## src/rtl/mod_counter_pkg.sv

```systemverilog
// Shared constants and step-decode helper for the mod_counter_ud family.
// The MOD_COUNTER_WRAP_COUNT_EN build option lives in the top and sat_counter.
package mod_counter_pkg;

  localparam logic MODE_WRAP    = 1'b0;
  localparam logic MODE_ONESHOT = 1'b1;

  localparam logic DIR_DOWN = 1'b0;
  localparam logic DIR_UP   = 1'b1;

  localparam int WRAP_CNT_W = 8;

  // What the counter does on the coming edge, already prioritised.
  typedef enum logic [2:0] {
    ACT_HOLD,
    ACT_CLEAR,
    ACT_LOAD,
    ACT_INC,
    ACT_DEC,
    ACT_CLAMP,
    ACT_WRAP,
    ACT_FINISH
  } step_act_e;

  // Reaching the terminal state either wraps or completes, depending on mode.
  function automatic step_act_e terminal_act(input logic mode);
    step_act_e act;
    act = ACT_WRAP;
    case (mode)
      MODE_ONESHOT: act = ACT_FINISH;
      MODE_WRAP:    act = ACT_WRAP;
      default:      act = ACT_WRAP;
    endcase
    return act;
  endfunction

  // Enabled-step decode from direction and range comparisons against modulus.
  function automatic step_act_e count_act(input logic up,
                                          input logic mode,
                                          input logic q_ge_mod,
                                          input logic q_gt_mod,
                                          input logic q_zero);
    step_act_e act;
    act = ACT_HOLD;
    case (up)
      DIR_UP:   act = q_ge_mod ? terminal_act(mode) : ACT_INC;
      DIR_DOWN: begin
        if (q_gt_mod)    act = ACT_CLAMP;
        else if (q_zero) act = terminal_act(mode);
        else             act = ACT_DEC;
      end
      default:  act = ACT_HOLD;
    endcase
    return act;
  endfunction

endpackage

```

## src/rtl/sat_counter.sv

```systemverilog
// 8-bit saturating event counter with synchronous clear.
// Only built when MOD_COUNTER_WRAP_COUNT_EN is defined.
`ifdef MOD_COUNTER_WRAP_COUNT_EN
module sat_counter
  import mod_counter_pkg::*;
(
  input  logic                  clk,
  input  logic                  rst,
  input  logic                  clr,
  input  logic                  inc,
  output logic [WRAP_CNT_W-1:0] count
);

  always_ff @(posedge clk or posedge rst) begin
    if (rst) begin
      count <= '0;
    end else if (clr) begin
      count <= '0;
    end else if (inc && (count != '1)) begin
      count <= count + WRAP_CNT_W'(1);
    end
  end

endmodule
`endif

```

## src/rtl/mod_counter_ud.sv

```systemverilog
// Parametrised up/down modulo counter with load, clear, wrap/one-shot mode.
// Define MOD_COUNTER_WRAP_COUNT_EN to add the saturating wrap_count output.
module mod_counter_ud
  import mod_counter_pkg::*;
#(
  parameter int               WIDTH     = 16,
  parameter logic [WIDTH-1:0] RESET_VAL = '0
) (
  input  logic             clk,
  input  logic             rst,
  input  logic             en,
  input  logic             clr,
  input  logic             load,
  input  logic [WIDTH-1:0] load_val,
  input  logic             up,
  input  logic [WIDTH-1:0] modulus,
  input  logic             mode,
  output logic [WIDTH-1:0] q,
  output logic             rollover,
  output logic             done
`ifdef MOD_COUNTER_WRAP_COUNT_EN
  ,
  output logic [WRAP_CNT_W-1:0] wrap_count
`endif
);

  localparam logic [WIDTH-1:0] STEP = WIDTH'(1);

  step_act_e        act;
  logic [WIDTH-1:0] q_nxt;
  logic             done_nxt;
  logic             rollover_nxt;

  // A completed one-shot ignores en entirely until clr or load.
  always_comb begin
    act = ACT_HOLD;
    if (clr) begin
      act = ACT_CLEAR;
    end else if (load) begin
      act = ACT_LOAD;
    end else if (en && !done) begin
      act = count_act(up, mode, (q >= modulus), (q > modulus), (q == '0));
    end
  end

  // NOTE: every output of a combinational block gets a default before the
  // case, so no path leaves a signal unassigned and no latch is inferred.
  always_comb begin
    q_nxt        = q;
    done_nxt     = done;
    rollover_nxt = 1'b0;
    case (act)
      ACT_CLEAR: begin
        q_nxt    = '0;
        done_nxt = 1'b0;
      end
      ACT_LOAD: begin
        q_nxt    = load_val;
        done_nxt = 1'b0;
      end
      ACT_INC:   q_nxt = q + STEP;
      ACT_DEC:   q_nxt = q - STEP;
      ACT_CLAMP: q_nxt = modulus;
      ACT_WRAP: begin
        q_nxt        = (up == DIR_UP) ? '0 : modulus;
        rollover_nxt = 1'b1;
      end
      ACT_FINISH: begin
        done_nxt     = 1'b1;
        rollover_nxt = 1'b1;
      end
      default: ;
    endcase
  end

  // NOTE: state registers use non-blocking assignments so every flop samples
  // the pre-edge values of the others, regardless of statement order.
  always_ff @(posedge clk or posedge rst) begin
    if (rst) begin
      q        <= RESET_VAL;
      rollover <= 1'b0;
      done     <= 1'b0;
    end else begin
      q        <= q_nxt;
      rollover <= rollover_nxt;
      done     <= done_nxt;
    end
  end

`ifdef MOD_COUNTER_WRAP_COUNT_EN
  // Fed from rollover_nxt so the count lands on the same edge as the pulse.
  sat_counter u_wrap_count (
    .clk   (clk),
    .rst   (rst),
    .clr   (clr),
    .inc   (rollover_nxt),
    .count (wrap_count)
  );
`endif

endmodule

```

## config.mk

```make
export PLATFORM = sky130hd
export DESIGN_NAME = mod_counter_ud
export DESIGN_NICKNAME = d
export VERILOG_FILES = /design/src/rtl/mod_counter_pkg.sv /design/src/rtl/sat_counter.sv /design/src/rtl/mod_counter_ud.sv
export SDC_FILE = /design/constraint.sdc
export NUM_CORES = 1
export LEC_CHECK = 0
export CORE_MARGIN = 2
export CORE_UTILIZATION = 40
export CTS_BUF_LIST = sky130_fd_sc_hd__clkbuf_4 sky130_fd_sc_hd__clkbuf_8 sky130_fd_sc_hd__clkbuf_16
export DETAILED_ROUTE_END_ITERATION = 8
export HOLD_SLACK_MARGIN = 0.02
export PLACE_DENSITY = 0.69
export SYNTH_ARGS = -nofsm -noshare
export SYNTH_HDL_FRONTEND = slang
export SYNTH_SLANG_ARGS = --single-unit
```

## constraint.sdc

```tcl
create_clock -name clk -period 5.8 [get_ports clk]
set_clock_uncertainty 0.05 [all_clocks]
set_input_delay 0.87 -clock clk [delete_from_list [all_inputs] [get_ports clk]]
set_output_delay 0.87 -clock clk [all_outputs]
set_load 0.01 [all_outputs]
```

==> key figures <==
Status
  • Status: finished, final reports clean

Pwr
  • Switch share: 45.1%
  • Sw power: 377 µW
  • P_int: 460 µW
  • Sequential share of power: 27.0%
  • Logic pwr share: 61.9%
  • Clk pwr share: 11.1%
  • Cell Pwr Density: 258 nW/µm²
  • IR drop worst, VDD: 0.129 mV
  • LEAKAGE: 1.38 nW

Hold path
  • Hold_sp: done
  • Min-delay worst type: flop to flop

Setup path
  • CP endpoint kind: flop
  • Worst path arrival time: 5.58 ns
  • Setup crit start: modulus[15]
  • CP bufs+invs: 5
  • Largest delay share family, worst path: compound AO/OA/AOI/OAI gates
  • FF-to-FF setup slack: 0.96 ns
  • Reg2reg start: q[0]
  • Maximum fanout along the worst path: 15
  • Crit start category: primary input
  • WP data required: 5.88 ns
  • CP max-delay cell: clkdlybuf4s50_1
  • WS Path Type: primary input to flop
  • Crit-path cells: clkdlybuf4s50_1 > inv_1 > ha_1 > nand4_2 > or2_1 > a21oi_1 > o21a_1 > o32ai_2 > a21oi_1 > ha_1 > inv_1 > a311oi_4 > buf_4 > buf_4 > ha_1 > nand3_1 > nor2_1 > a211oi_2 > a21oi_1 > and4_1 > a2111oi_1 > o22ai_1
  • Critical path's largest stage delay: 0.51 ns

Clocking
  • Max clock buf depth: 2
  • Clk_lat worst skew: 0.26 ns
  • Clock Root Buffer: clkbuf_8
  • Cts bufs inserted: 3
  • Htree depth: 1
  • CTS tree: yes
  • Clock transition at path regs: 0.08 ns
  • Number of hold buffers added after cts: 0
  • Sink Count: 18

Layout
  • Area Growth Syn to Fin: 26.5%
  • Ant. Diodes: 0
  • Share of layout cells above drive strength 1: 9.44%
  • # nets final: 436
  • Final cell count without fillers: 437
  • Final Cell Area: 3240 µm²
  • Final Util: 51.6%

Timing
  • Hold Fails Final Rpt: 0
  • Tcrit/Tclk final: 94.9%
  • Slew of the pin with the lowest slew margin: 0.853 ns
  • Peak Freq: 0.182 GHz
  • Slew Viols, Final: 0
  • Final setup viols: 0
  • Hold_ws: 0.459 ns
  • Worst slew margin: 43.2%
  • Fin crit period: 5.50 ns

Synthesis
  • Sequential fraction of the synthesis area: 17.6%
  • Syn Nets: 378
  • Yosys top cell area share: 17.6%
  • Post-synth ARST share: 100%
  • Biggest area consumer among synthesized cells: dfrtp_1
  • Register bit count reported by yosys: 18
  • Distinct cell type count after synthesis: 60
  • YS warnings: 0
  • Post-synth EDFFs: 0
  • Mapped Area: 2560 µm²
  • Synth top area cells: dfrtp_1, ha_1, inv_1
  • Avg Inst Size Synth: 8.43 µm²
  • Top FF cell, synth: dfrtp_1
  • Gate Count Post-Synth: 304

Floorplanning
  • Die Wd: 84.1 µm
  • Rows: 29
  • Num ports: 57
  • Initial Util: 40.8%
  • Core Area: 6280 µm²
  • Die ar.: 7070 µm²
  • Die Y: 84.1 µm

GRT
  • First-pass GRT wire length: 12.0 mm
  • Largest net degree at the start of global routing: 20
  • Vias in the first global route: 2496
  • Total grt overflow: 0
  • Total track usage: 20.7%
  • Initial antenna violation count: 0

Detailed routing
  • Remaining DRCs: 0
  • Wire length per cell: 16.9 µm
  • Final WL: 7.37 mm
  • Final ANT Viol Nets: 0
  • Vias post-DR: 2589
  • DR vias/cell: 5.92
  • First drt pass iteration count: 5
  • Number of DRC markers in iteration 0: 116

Flow run
  • MaxCap Viol Count: 0

Place
  • Inst Count DP: 433
  • PortBufs: 56
  • Dpl cell area: 3160 µm²
  • Post-DP HPWL: 5.58 mm
  • Final Wtd Congestion: 0.866
-- power groups by stage --
stage	sequential [mW]	clock (mW)	combinational (mW)
global route	0.233	0.0986	0.574
floorplan	0.223	0	0.322
global placement	0.227	0	0.495
CTS	0.225	0.0945	0.508
finish	0.226	0.0930	0.518
detailed placement	0.226	0	0.504
-- metrics by stage --
stage          total power [mW]  setup TNS, ns  setup slack (ns)
2_1_floorplan             0.545              0             0.658
3_3_place_gp              0.722              0             0.102
3_5_place_dp              0.731        -0.0458           -0.0458
4_1_cts                   0.827              0             0.206
5_1_grt                   0.906        -0.0783           -0.0505
6_report                  0.837              0             0.297
-- cell families (layout without fill, tap and decap cells) --
| logic type | count (synthesis) | count (layout) | share of synthesized area, % |
|---|---|---|---|
| adders and majority gates | 35 | 35 | 17.4 |
| DFF | 18 | 18 | 17.6 |
| buffers and inverters | 51 | 107 | 10.5 |
| and+or+nand+nor | 70 | 70 | 13.9 |
| xor gates and xnor gates | 10 | 10 | 3.42 |
| AOI/OAI and AO/OA | 119 | 119 | 36.8 |
| muxes | 1 | 1 | 0.390 |
-- final timing paths --
path,end,depth (start not counted)
setup reg to reg,q[15],22
hold reg to reg,done,2
hold / removal,done,2
min in group asynchronous,q[9],2
max in group asynchronous,q[2],2
setup / recovery,q[15],22
-- what timing repair did --
action | CTS | global route
gates resized for setup | 0 | 9
buffers inserted | 0 | 1
endpoints found under the setup margin | 0 | 2
-- synth_stat cells, types with 2 or more instances --
cell type / n
inv_1: 38
nor2_1: 23
xor2_1: 4
a311oi_4: 2
a211oi_1: 2
nand3_1: 2
or2_1: 2
o211ai_1: 3
nor3b_1: 2
a21oi_1: 28
clkbuf_1: 3
a211o_1: 4
o21bai_1: 3
and2_1: 3
clkbuf_8: 3
a21o_1: 4
o21a_1: 9
nor3_1: 7
nor4_1: 5
a32oi_2: 2
o221a_2: 4
buf_6: 5
ha_1: 34
o221a_1: 8
xnor2_1: 6
dfrtp_1: 18
o21ai_0: 13
and4_1: 2
nand2_1: 12
a22oi_1: 2
nand2b_1: 4
a31oi_1: 7
a32oi_1: 12
a41oi_1: 2
-- cells in the final DEF (no fill, tap or decap), types with 3 or more instances in the layout --
cell             count
o21ai_1              3
a31oi_1              7
and2_1               3
o21bai_1             3
buf_4               10
a21o_1               4
clkdlybuf4s50_1     56
dfrtp_1             18
nand2_1             12
o221a_2              4
o221a_1              8
a21oi_1             26
o21a_1               9
a211o_1              4
inv_1               38
o211ai_1             3
nand2b_1             4
nor4_1               4
xor2_1               4
o21ai_0             11
clkbuf_8             3
nor3_1               7
xnor2_1              6
a32oi_1             12
ha_1                34
nor2_1              23
-- worst min-delay path: stages, from the launching register on --
cell	delay (ns)
dfrtp_1	0.37
nand2_1	0.05
o21ai_0	0.06
-- metal layers --
| metal | global-route usage [%] | vias up | share of wire (%) |
|---|---|---|---|
| met5 | 0 | - | 0 |
| met4 | 4.25 | 0 | 1.7 |
| met3 | 3.56 | 12 | 5.5 |
| met2 | 35.8 | 92 | 48 |
| met1 | 27.0 | 1214 | 45 |
| li1 | - | 1271 | - |
-- area by class of cell --
cell class / instances / area (µm²)
Clock buffer: 3 / 41.3
Fill cell: 638 / 3040
Inverter: 38 / 143
Multi-Input combinational cell: 235 / 1880
Sequential cell: 18 / 450
Tap cell: 77 / 96.3
Timing Repair Buffer: 66 / 636
-- sequential cells by signal, summed over array words and instances, names as in the netlist --
signal and count:
q 16, rollover 1, done 1
Note: power is estimated with default switching activity, not from simulation.
